## src/rtl/cr16_controller.sv

```systemverilog
// cr16_controller: multi-cycle fetch/decode/execute controller for the CR16 datapath.
// Ports:
//   clk_i, rst_ni                      clock, asynchronous active-low reset
//   enable_i                           0 freezes all state and masks writes/requests
//   mem_rdata_i, mem_ready_i           memory read data and request completion
//   status_flags_i, reg_b_data_i       datapath ALU flags and O_B (load/store address)
//   mem_req_o, mem_we_o, mem_addr_o    memory request, store strobe, address
//   reg_write_enable_o                 one-hot regfile write enable
//   reg_a_select_o, reg_b_select_o     Rdest / Rsrc fields
//   immediate_o, immediate_select_o    sign-extended imm8 and A-input mux select
//   opcode_o, regfile_data_select_o    ALU opcode and regfile input mux (load)
//   flags_o, pc_o, halted_o            latched flags, program counter, halt status
module cr16_controller #(
    parameter int                    P_PC_WIDTH = 16,
    parameter logic [P_PC_WIDTH-1:0] P_RESET_PC = '0
) (
    input  logic                  clk_i,
    input  logic                  rst_ni,
    input  logic                  enable_i,
    input  logic [15:0]           mem_rdata_i,
    input  logic                  mem_ready_i,
    input  logic [4:0]            status_flags_i,
    input  logic [15:0]           reg_b_data_i,
    output logic                  mem_req_o,
    output logic                  mem_we_o,
    output logic [P_PC_WIDTH-1:0] mem_addr_o,
    output logic [15:0]           reg_write_enable_o,
    output logic [3:0]            reg_a_select_o,
    output logic [3:0]            reg_b_select_o,
    output logic [15:0]           immediate_o,
    output logic                  immediate_select_o,
    output logic [3:0]            opcode_o,
    output logic                  regfile_data_select_o,
    output logic [4:0]            flags_o,
    output logic [P_PC_WIDTH-1:0] pc_o,
    output logic                  halted_o
);
    typedef enum logic [2:0] {S_FETCH, S_DECODE, S_EXEC, S_MEM, S_HALT} state_t;

    state_t                state_q, state_d;
    logic [P_PC_WIDTH-1:0] pc_q, pc_d;
    logic [15:0]           ir_q, ir_d;
    logic [4:0]            flags_q, flags_d;

    logic [3:0] op, ext, rdest;
    logic       is_rtype, is_itype, is_cmp, is_load, is_store;

    assign op       = ir_q[15:12];
    assign rdest    = ir_q[11:8];
    assign ext      = ir_q[7:4];
    assign is_rtype = op == 4'h0;
    assign is_itype = op >= 4'h1 && op <= 4'hB && op != 4'h4;
    assign is_cmp   = is_rtype && ext == 4'hB;
    assign is_load  = op == 4'h4 && ext == 4'h0;
    assign is_store = op == 4'h4 && ext == 4'h4;

    assign reg_a_select_o     = rdest;
    assign reg_b_select_o     = ir_q[3:0];
    assign immediate_o        = {{8{ir_q[7]}}, ir_q[7:0]};
    assign immediate_select_o = is_itype;
    assign opcode_o           = is_rtype ? ext : op;
    assign mem_addr_o         = state_q == S_MEM ? P_PC_WIDTH'(reg_b_data_i) : pc_q;
    assign flags_o            = flags_q;
    assign pc_o               = pc_q;
    assign halted_o           = state_q == S_HALT;

    always_ff @(posedge clk_i or negedge rst_ni) begin
        if (!rst_ni) begin
            state_q <= S_FETCH;
            pc_q    <= P_RESET_PC;
            ir_q    <= '0;
            flags_q <= '0;
        end else begin
            state_q <= state_d;
            pc_q    <= pc_d;
            ir_q    <= ir_d;
            flags_q <= flags_d;
        end
    end

    // rst_ni gates the strobes so an asserted reset kills a request at once,
    // even though the reset state itself is S_FETCH.
    always_comb begin
        state_d               = state_q;
        pc_d                  = pc_q;
        ir_d                  = ir_q;
        flags_d               = flags_q;
        mem_req_o             = 1'b0;
        mem_we_o              = 1'b0;
        reg_write_enable_o    = '0;
        regfile_data_select_o = 1'b0;
        if (enable_i && rst_ni) begin
            case (state_q)
                S_FETCH: begin
                    mem_req_o = 1'b1;
                    if (mem_ready_i) begin
                        ir_d    = mem_rdata_i;
                        pc_d    = pc_q + P_PC_WIDTH'(1);
                        state_d = S_DECODE;
                    end
                end
                S_DECODE: state_d = (is_rtype || is_itype) ? S_EXEC
                                  : (is_load || is_store)  ? S_MEM : S_HALT;
                S_EXEC: begin
                    reg_write_enable_o = is_cmp ? 16'h0000 : 16'h0001 << rdest;
                    flags_d            = status_flags_i;
                    state_d            = S_FETCH;
                end
                S_MEM: begin
                    mem_req_o = 1'b1;
                    mem_we_o  = is_store;
                    if (mem_ready_i) begin
                        regfile_data_select_o = is_load;
                        reg_write_enable_o    = is_load ? 16'h0001 << rdest : 16'h0000;
                        state_d               = S_FETCH;
                    end
                end
                S_HALT:  state_d = S_HALT;
                default: state_d = S_FETCH;
            endcase
        end
    end
endmodule

```

## config.mk

```make
export PLATFORM = sky130hd
export DESIGN_NAME = cr16_controller
export DESIGN_NICKNAME = d
export VERILOG_FILES = /design/src/rtl/cr16_controller.sv
export SDC_FILE = /design/constraint.sdc
export NUM_CORES = 1
export LEC_CHECK = 0
export ABC_CLOCK_PERIOD_IN_PS = 1900
export CAP_MARGIN = 5
export CORE_UTILIZATION = 36
export CTS_CLUSTER_SIZE = 20
export DETAILED_ROUTE_END_ITERATION = 6
export GPL_ROUTABILITY_DRIVEN = 0
export PLACE_DENSITY = 0.84
export SETUP_SLACK_MARGIN = 0.15
export SYNTH_ARGS = -nofsm -noshare
export SYNTH_HDL_FRONTEND = slang
export SYNTH_SLANG_ARGS = --single-unit
export TNS_END_PERCENT = 50
```

## constraint.sdc

```tcl
create_clock -name clk_i -period 1.9 [get_ports clk_i]
set_clock_uncertainty 0.1 [all_clocks]
set_input_delay 0.19 -clock clk_i [delete_from_list [all_inputs] [get_ports clk_i]]
set_output_delay 0.19 -clock clk_i [all_outputs]
set_load 0.02 [all_outputs]
```

==> results of run 1 <==
-- registers in the layout, summed over array words and instances, names as in the netlist --
name	flops
ir_q	16
state_q	3
pc_o	16
flags_o	5
-- where the power goes --
| group | switching [mW] | leakage [nW] | internal (mW) | total (mW) |
|---|---|---|---|---|
| clock network | 0.292 | 0.0510 | 0.290 | 0.582 |
| logic | 1.92 | 1.54 | 1.75 | 3.67 |
| registers | 0.252 | 0.515 | 1.13 | 1.38 |
| total | 2.46 | 2.11 | 3.17 | 5.63 |
-- worst reg2reg max path, stage by stage, from the launching register on --
cell     delay [ns]
dfrtp_1        0.42
buf_4          0.18
or4b_4         0.56
buf_4          0.17
nor2_4         0.13
buf_6          0.12
nand3_1        0.09
xnor2_1        0.15
-- cell usage after synthesis (3+ instances only) --
cell type	count	area, µm²
buf_4	24	180
xnor2_1	11	96.3
inv_1	3	11.3
nor3_1	17	85.1
nand2b_1	3	18.8
clkbuf_1	4	15.0
buf_2	4	20.0
nand3_1	12	60.1
dfrtp_1	40	1000
nor2_1	13	48.8
mux2_2	21	236
buf_6	3	33.8
xor2_1	5	43.8
nor4_1	6	37.5
o21ai_0	6	30.0
nand2_1	60	225
-- kinds of logic after synthesis --
family | count (synthesis) | share of synthesized area
simple gates | 130 | 0.272
buf+inv | 40 | 0.111
flops | 40 | 0.414
mux | 21 | 0.0978
xor+xnor | 16 | 0.0580
compound gates | 14 | 0.0424
fa+ha+maj | 1 | 0.00518
-- what timing repair did --
action / CTS / global route
cloned: 2 / 0
setup buffers: 3 / 2
endpoints found under the setup margin: 85 / 81
hold buffers: 1 / 0
endpoints found under the hold margin: 40 / 0
pin swaps: 11 / 5
resized for setup: 153 / 21
-- cell usage in the layout, fill, tap and decap left out, drive strengths merged --
cell           Yosys  final
clkdlybuf4s50      0     86
buf               33     76
nand2             60     60
dfrtp             40     40
mux2              21     21
nor3              18     18
nor2              13     13
nand3             12     12
xnor2             11     11
dlygate4sd2        0     10
clkbuf             4      8
nor4               7      7
o21ai              6      6
xor2               5      5
dlymetal6s2s       0      4
nand3b             3      3
nand2b             3      3
inv                3      3
and2               2      2
a31o               2      2
nand4              2      2
clkinv             0      2
a2bb2oi            1      2
or3                2      2
a21oi              1      1
nand4b             1      1
or4                1      1
nor4bb             1      1
a41o               1      1
or4b               1      1
and4               1      1
nor4b              1      1
and3               1      1
or2                1      1
o31ai              1      1
a211oi             1      1
a221o              1      1
ha                 1      1
dlygate4sd3        0      1
-- how the worst min path moves through the flow --
stage / from / endpoint / slack [ns] / cells after the start
after global routing: mem_rdata_i[3] / ir_q[3] / 0.33 / 3
after global placement: rst_ni / pc_o[12] / 0.21 / 2
after floorplan: rst_ni / flags_o[0] / -0.21 / 0
after CTS: mem_rdata_i[1] / ir_q[1] / 0.32 / 3
final: mem_rdata_i[1] / ir_q[1] / 0.33 / 3
after detailed placement: rst_ni / pc_o[12] / 0.23 / 2
-- metal layers --
layer  routed length, µm  track usage  vias up
li1                    -            -     1176
met1                2780        0.245     1149
met2                3820        0.389       99
met3                 437       0.0445       12
met4                 110       0.0674        0
met5                   0            0        -
-- cell type report --
type | instances | share of cell area
Timing Repair Buffer | 179 | 0.393
Multi-Input combinational cell | 183 | 0.332
Sequential cell | 40 | 0.229
Tap cell | 77 | 0.0220
Clock buffer | 6 | 0.0189
Inverter | 3 | 0.00258
Clock inverter | 2 | 0.00229
-- metrics by stage --
step | util | hold slack [ns]
after floorplan | - | -0.206
after global placement | 0.644 | 0.213
after detailed placement | 0.644 | 0.225
after CTS | 0.675 | 0.320
after global routing | 0.680 | 0.326
final | 0.680 | 0.326
==> metrics.csv, run 1 <==
stage,metric,value,unit
outcome,status,"finished, violations left",
outcome,violations,"design-rule violations, negative setup slack",
layout,seq_area,1000,µm²
global_route,grt_max_degree,41,
run,maxCapViolCount,0,
timing,rsz0062_at_grt,yes,
cts,cts_root_buffer,clkbuf_8,
critical_path,cp-endpoint,reg_write_enable_o[10],
critical_path,cp_top_family,simple AND/OR/NAND/NOR gates,
global_route,gr-total-overflow,0,
floorplan,die-area,7050,µm²
yosys,synth_area,2420,µm²
power,finalPower,5.63,mW
critical_path,setup.worst_path.class,reg -> out,
floorplan,start_util,0.376,
cts,tritoncts,done,
critical_path,crit_arrival,1.99,ns
critical_path,crit_path_max_incr_delay,0.47,ns
timing,finalSetupTns,-13.18,ns
critical_path,cp.depth,5,
critical_path,r2r-start,state_q[0],
cts,cts_buffers,5,
global_route,grt_pass1_vias,2466,
yosys,synth_nets,304,
route,via_per_inst,4.97,
placement,dp.cells,474,
critical_path,endpoint_kind,output pin,
yosys,ys_types,40,
layout,diodes,0,
layout,n_fill_cell,510,
power,p_leak,2.11,nW
critical_path,crit_slowest_cell,or4_4,
global_route,grt_pass1_wl,12000,µm
route,drt-wirelength-per-cell,14.6,µm
yosys,synthFlopType,dfrtp_1,
critical_path,r2r_slack,-0.13,ns
floorplan,die_h,83.9,µm
floorplan,ios,127,
critical_path,crit_required,1.61,ns
placement,pre_cts_ws,-0.564,ns
critical_path,crit_start,state_q[2],
timing,drv_slew,0,
timing,hold_viol,0,
critical_path,crit_fanout,4,
cts,clock-sinks,40,
global_route,grt_use_total,0.212,
layout,layout-drive-gt1-share,0.349,
yosys,syn_avg_cell_area,9.23,µm²
timing,worst_pin_slew,0.518,ns
route,totalWireLength,7150,µm
route,drt_iter0_drc,101,
timing,period_share,1.20,
power,ir_drop,970,µV
timing,setup_ws,-0.378,ns
cts,htree_levels,2,
critical_path,cp_cell_sequence,nand3b_4 > or4_4 > a2bb2oi_2 > nor4_4 > buf_4,
yosys,async_reset_ff_frac,1.00,
route,antenna_left,0,
layout,multiInputGateArea,1450,µm²
cts,clk_latency,0.29,ns
route,via_count,2436,
layout,layout-area-overhead-vs-synth,80.8,%
yosys,synth_edf_count,0,
yosys,syn-instance-count,262,
placement,placed_area,4140,µm²
cts,clkSlewWorstSetupHoldPaths,0.07,ns
critical_path,critPathLaunchType,flop,
timing,fmax,439,MHz
worst_hold_path,hp-class,in -> reg,
floorplan,fp-row-count,29,
route,drc,18,
global_route,antenna_found_initial,0,
critical_path,r2r_cells,7,
timing,finalSetupViolCount,62,
critical_path,rr_endpoint,pc_o[5],
route,first_pass_iters,6,
power,power_density,1290,nW/µm²
layout,fin_area,4370,µm²
floorplan,core-area,6420,µm²
placement,dp_hpwl,5350,µm
yosys,ys_seq_area_frac,0.414,
timing,slew-limit-headroom,0.654,
critical_path,crit_buf_inv,1,
yosys,yosys_warnings,0,
yosys,ys_ff_latch,40,
cts,max-clock-path-buffers,2,
layout,final_cells,490,
timing,fin_crit,2.28,ns
placement,port_buffers,126,
floorplan,die_x,83.9,µm
layout,final_nets,454,
Power figures use the tool's default switching activity.
==> inputs of run 2 (changes only) <==
--- a/config.mk
+++ b/config.mk
@@ -5,13 +5,13 @@
 export SDC_FILE = /design/constraint.sdc
 export NUM_CORES = 1
 export LEC_CHECK = 0
-export ABC_CLOCK_PERIOD_IN_PS = 1900
+export ABC_CLOCK_PERIOD_IN_PS = 2480
 export CAP_MARGIN = 5
-export CORE_UTILIZATION = 36
+export CORE_UTILIZATION = 38
 export CTS_CLUSTER_SIZE = 20
 export DETAILED_ROUTE_END_ITERATION = 6
 export GPL_ROUTABILITY_DRIVEN = 0
-export PLACE_DENSITY = 0.84
+export PLACE_DENSITY = 0.85
 export SETUP_SLACK_MARGIN = 0.15
 export SYNTH_ARGS = -nofsm -noshare
 export SYNTH_HDL_FRONTEND = slang
==> constraint.sdc (replaced) <==
create_clock -name clk_i -period 2.48 [get_ports clk_i]
set_clock_uncertainty 0.1 [all_clocks]
set_input_delay 0.248 -clock clk_i [delete_from_list [all_inputs] [get_ports clk_i]]
set_output_delay 0.248 -clock clk_i [all_outputs]
set_load 0.02 [all_outputs]
==> metrics.csv, run 2 (synthesized netlist as in run 1, its figures left out) <==
stage,metric,value,unit,change
power,switching_share,0.423,,was 0.437
floorplan,ios,127,,unchanged
power,p_leak,1.70,nW,was 2.11 nW
floorplan,die_h,81.8,µm,was 83.9 µm
layout,diodes,0,,unchanged
route,first_pass_iters,5,,was 6
critical_path,setup.worst_path.class,reg -> out,,unchanged
floorplan,die-area,6680,µm²,was 7050 µm²
layout,layout-area-overhead-vs-synth,57.6,%,was 80.8%
cts,clk_latency,0.29,ns,about the same
timing,slew-limit-headroom,0.647,,was 0.654
critical_path,rr_endpoint,pc_o[11],,was pc_o[5]
floorplan,core-area,6030,µm²,was 6420 µm²
placement,port_buffers,126,,unchanged
placement,pre_cts_ws,-0.145,ns,was -0.564 ns
layout,multiInputGateArea,1230,µm²,was 1450 µm²
route,totalWireLength,6980,µm,was 7150 µm
cts,max-clock-path-buffers,2,,unchanged
run,maxCapViolCount,0,,unchanged
critical_path,r2r_slack,0.37,ns,was -0.13 ns
global_route,grt_pass1_vias,2258,,was 2466
critical_path,crit_required,2.13,ns,was 1.61 ns
critical_path,r2r-start,state_q[1],,was state_q[0]
critical_path,crit_arrival,2.07,ns,was 1.99 ns
timing,hold_viol,0,,unchanged
route,via_count,2307,,was 2436
timing,drv_slew,0,,unchanged
power,p_sw,1.66,mW,was 2.46 mW
critical_path,crit_fanout,8,,was 4
outcome,status,"complete, no violations",,"was finished, violations left"
timing,worst_pin_slew,0.530,ns,was 0.518 ns
critical_path,cp-endpoint,reg_write_enable_o[3],,was reg_write_enable_o[10]
timing,rsz0062_at_grt,yes,,unchanged
layout,layout_commonest_cell,clkdlybuf4s50_1,,unchanged
cts,cts_buffers,5,,unchanged
critical_path,r2r_cells,5,,was 7
route,drc,0,,was 18
cts,cts_root_buffer,clkbuf_8,,unchanged
route,drt_iter0_drc,91,,was 101
power,power_density,1030,nW/µm²,was 1290 nW/µm²
timing,finalSetupViolCount,0,,was 62
critical_path,endpoint_kind,output pin,,unchanged
timing,finalSetupTns,0,ns,was -13.18 ns
global_route,antenna_found_initial,0,,unchanged
critical_path,crit_start,state_q[2],,unchanged
cts,tritoncts,done,,unchanged
global_route,gr-total-overflow,0,,unchanged
timing,period_share,0.975,,
power,internal_power,2.27,mW,was 3.17 mW
global_route,grt_max_degree,41,,unchanged
route,via_per_inst,5.00,,was 4.97
layout,n_fill_cell,512,,was 510
layout,final_nets,427,,was 454
placement,dp_hpwl,5200,µm,was 5350 µm
timing,setup_ws,0.0616,ns,was -0.378 ns
power,power.share.clock,0.113,,was 0.103
route,drt-wirelength-per-cell,15.1,µm,was 14.6 µm
floorplan,die_x,81.8,µm,was 83.9 µm
timing,fmax,413,MHz,
power,comb_power_share,0.606,,was 0.652
global_route,grt_use_total,0.209,,was 0.212
cts,htree_levels,2,,unchanged
timing,whs,0.391,ns,was 0.326 ns
layout,layout-drive-gt1-share,0.233,,was 0.349
power,finalPower,3.93,mW,was 5.63 mW
layout,seq_area,1000,µm²,unchanged
floorplan,start_util,0.401,,was 0.376
route,antenna_left,0,,unchanged
cts,clock-sinks,40,,unchanged
power,seq_power_share,0.281,,was 0.245
worst_hold_path,hp-class,in -> reg,,unchanged
power,ir_drop,629,µV,was 970 µV
cts,clkSlewWorstSetupHoldPaths,0.08,ns,was 0.07 ns
floorplan,fp-row-count,28,,was 29
timing,fin_crit,2.42,ns,
global_route,grt_pass1_wl,10700,µm,was 12000 µm
layout,final_cell_mix,"105 x clkdlybuf4s50_1, 60 x nand2_1, 40 x dfrtp_1",,"was 86 x clkdlybuf4s50_1, 60 x nand2_1, 44 x buf_4"
critical_path,critPathLaunchType,flop,,unchanged
-- run 2: worst min path at each step --
stage / from / to / slack (ns) / cells after the start
floorplan: rst_ni / flags_o[0] / -0.15 / 0
CTS: mem_rdata_i[11] / ir_q[11] / 0.39 / 3
detailed placement: rst_ni / ir_q[13] / 0.31 / 2
finish: mem_rdata_i[4] / ir_q[4] / 0.39 / 3
global placement: rst_ni / ir_q[13] / 0.30 / 2
global route: mem_rdata_i[9] / ir_q[9] / 0.40 / 3
-- run 2: worst max-delay path, stage by stage (launching register included) --
cell,delay [ns]
dfrtp_1,0.40
nand3b_4,0.17
or4_4,0.47
a2bb2oi_4,0.23
nor4_2,0.31
buf_4,0.20
-- run 2: per-layer routing --
layer	part of all wire	wire length (µm)	GRT usage	vias to the layer above
li1	-	-	-	1113
met1	0.42	2900	0.254	1104
met2	0.51	3590	0.366	81
met3	0.059	414	0.0500	9
met4	0.010	71	0.0544	0
met5	0	0	0	-
-- run 2: area by class of cell --
cell class | count | area share
timing repair buffer | 152 | 0.363
sequential | 40 | 0.263
clock buffer | 8 | 0.0236
inverter | 3 | 0.00296
tap | 75 | 0.0246
multi-input combinational | 183 | 0.323
-- run 2: power groups by stage --
stage	clock [mW]	combinational [mW]	sequential (mW)
after global placement	0	2.26	1.08
after CTS	0.459	2.36	1.09
after floorplan	0	1.40	1.13
final	0.445	2.38	1.10
after detailed placement	0	2.31	1.10
after global routing	0.492	2.55	1.14
-- run 2: what timing repair did --
action / 4_1_cts / 5_1_grt
pin swaps: 5 / 1
hold endpoints to repair: 22 / 0
endpoints found under the setup margin: 34 / 34
gates cloned: 1 / 0
hold buffers: 1 / 0
resized for setup: 89 / 13
buffers inserted: 0 / 3
-- run 2: through the flow --
step | cell area (µm²) | instances | util
floorplan | 2430 | 262 | -
global placement | 3690 | 448 | 0.612
detailed placement | 3690 | 448 | 0.612
CTS | 3750 | 458 | 0.623
global route | 3810 | 461 | 0.632
finish | 3810 | 461 | 0.632
==> inputs of run 3 (changes only) <==
--- a/config.mk
+++ b/config.mk
@@ -10,8 +10,8 @@
 export CORE_UTILIZATION = 38
 export CTS_CLUSTER_SIZE = 20
 export DETAILED_ROUTE_END_ITERATION = 6
-export GPL_ROUTABILITY_DRIVEN = 0
 export PLACE_DENSITY = 0.85
+export RECOVER_POWER = 50
 export SETUP_SLACK_MARGIN = 0.15
 export SYNTH_ARGS = -nofsm -noshare
 export SYNTH_HDL_FRONTEND = slang
==> metrics.csv, run 3 (synthesized netlist as in run 1, its figures left out) <==
stage,metric,value,unit,change
outcome,status,"complete, no violations",,unchanged
cts,clock-sinks,40,,unchanged
placement,port_buffers,126,,unchanged
layout,final_cell_mix,"69 x clkdlybuf4s50_1, 60 x nand2_1, 40 x dfrtp_1",,"was 105 x clkdlybuf4s50_1, 60 x nand2_1, 40 x dfrtp_1"
power,finalPower,3.84,mW,was 3.93 mW
timing,rsz0062_at_grt,yes,,unchanged
timing,slew-limit-headroom,0.306,,was 0.647
layout,fin_util,0.630,,was 0.632
route,first_pass_iters,4,,was 5
power,power_density,1010,nW/µm²,was 1030 nW/µm²
worst_hold_path,hp-start,ir_q[2],,was mem_rdata_i[4]
route,drc,0,,unchanged
floorplan,die_h,81.8,µm,unchanged
timing,finalSetupTns,0,ns,unchanged
cts,cts_root_buffer,clkbuf_8,,unchanged
critical_path,cp_common_cell,buf_4,,
critical_path,crit_path_max_incr_delay,0.43,ns,was 0.47 ns
layout,final_cells,461,,unchanged
cts,tritoncts,done,,unchanged
layout,fin_area,3800,µm²,was 3810 µm²
run,maxCapViolCount,0,,unchanged
global_route,grt_max_degree,41,,unchanged
layout,layout-drive-gt1-share,0.225,,was 0.233
placement,dp_hpwl,5200,µm,unchanged
route,totalWireLength,6980,µm,about the same
timing,fmax,414,MHz,was 413 MHz
route,drt-wirelength-per-cell,15.1,µm,about the same
floorplan,die-area,6680,µm²,unchanged
timing,finalSetupViolCount,0,,unchanged
critical_path,endpoint_kind,output pin,,unchanged
route,antenna_left,0,,unchanged
timing,hold_viol,0,,unchanged
critical_path,cp_cell_sequence,nor3_2 > buf_4 > nand4b_1 > a2bb2oi_4 > nor4_2 > buf_4,,was nand3b_4 > or4_4 > a2bb2oi_4 > nor4_2 > buf_4
timing,fin_crit,2.42,ns,about the same
floorplan,fp-row-count,28,,unchanged
critical_path,crit_start,ir_q[12],,was state_q[2]
floorplan,core-area,6030,µm²,unchanged
worst_hold_path,hp-class,reg -> reg,,was in -> reg
floorplan,die_x,81.8,µm,unchanged
power,p_sw,1.65,mW,was 1.66 mW
placement,gp_congestion,0.807,,
global_route,gr-total-overflow,0,,unchanged
cts,clkSlewWorstSetupHoldPaths,0.07,ns,was 0.08 ns
route,via_per_inst,5.02,,was 5.00
cts,htree_levels,2,,unchanged
global_route,antenna_found_initial,0,,unchanged
power,internal_power,2.19,mW,was 2.27 mW
layout,layout_commonest_cell,clkdlybuf4s50_1,,unchanged
critical_path,cp_top_family,simple AND/OR/NAND/NOR gates,,unchanged
critical_path,setup.worst_path.class,reg -> out,,unchanged
global_route,grt_pass1_vias,2258,,unchanged
cts,clk_latency,0.29,ns,about the same
power,comb_power_share,0.600,,was 0.606
placement,placed_area,3690,µm²,unchanged
cts,max-clock-path-buffers,2,,unchanged
route,drt_iter0_drc,69,,was 91
power,ir_drop,608,µV,was 629 µV
floorplan,ios,127,,unchanged
placement,pre_cts_ws,-0.145,ns,unchanged
critical_path,critPathLaunchType,flop,,unchanged
floorplan,start_util,0.401,,unchanged
global_route,grt_use_total,0.209,,unchanged
critical_path,crit_required,2.13,ns,about the same
layout,diodes,0,,unchanged
global_route,grt_pass1_wl,10700,µm,unchanged
critical_path,r2r-start,state_q[2],,was state_q[1]
timing,whs,0.387,ns,was 0.391 ns
timing,drv_slew,0,,unchanged
critical_path,crit_arrival,2.07,ns,about the same
power,power.share.clock,0.116,,was 0.113
timing,setup_ws,0.0642,ns,was 0.0616 ns
timing,period_share,0.974,,was 0.975
power,seq_power_share,0.285,,was 0.281
critical_path,crit_buf_inv,2,,was 1
cts,cts_buffers,5,,unchanged
power,switching_share,0.429,,was 0.423
layout,layout-area-overhead-vs-synth,57.1,%,was 57.6%
power,p_leak,1.77,nW,was 1.70 nW
route,via_count,2312,,was 2307
critical_path,crit_fanout,8,,unchanged
layout,final_nets,427,,unchanged
placement,dp.cells,448,,unchanged
timing,worst_pin_slew,1.04,ns,was 0.530 ns
critical_path,crit_slowest_cell,dfrtp_1,,was or4_4
[run 3: worst min-delay path, cell delays in order (launching register included)]
cell and delay (ns):
dfrtp_1 0.35, nand2_1 0.05, nand2_1 0.06
[run 3: layout make-up]
| type | count | area (µm²) |
|---|---|---|
| clock buffer | 8 | 90.1 |
| multi-input combinational | 183 | 1230 |
| inverter | 3 | 11.3 |
| fill | 516 | 2230 |
| timing repair buffer | 152 | 1370 |
| tap | 75 | 93.8 |
| sequential | 40 | 1000 |
[run 3: power by group through the flow]
stage	Clock (mW)	Sequential [mW]	Combinational [mW]
final	0.445	1.09	2.31
after global routing	0.492	1.13	2.47
after CTS	0.459	1.09	2.36
after detailed placement	0	1.10	2.31
after global placement	0	1.08	2.26
after floorplan	0	1.13	1.40
[run 3: path summary, 6_finish.rpt]
path	slack, ns	endpoint	cells past startpoint
setup / recovery	0.06	reg_write_enable_o[3]	6
hold / removal	0.39	ir_q[2]	2
setup reg to reg	0.35	pc_o[11]	5
hold reg to reg	0.39	ir_q[2]	2
max in group asynchronous	0.87	flags_o[4]	3
min in group asynchronous	0.76	ir_q[15]	3
[run 3: what timing repair did]
item,in CTS,in global routing
setup buffers,0,3
endpoints found under the hold margin,22,0
gates cloned,1,0
endpoints found under the setup margin,34,34
hold buffers,1,0
gates resized for setup,89,13
pin swaps,5,1
[run 3: per-layer routing]
layer | routed length, µm | track usage | share of wire | vias up
li1 | - | - | - | 1115
met1 | 2900 | 0.254 | 0.41 | 1113
met2 | 3590 | 0.366 | 0.51 | 75
met3 | 421 | 0.0500 | 0.060 | 9
met4 | 76 | 0.0544 | 0.011 | 0
met5 | 0 | 0 | 0 | -
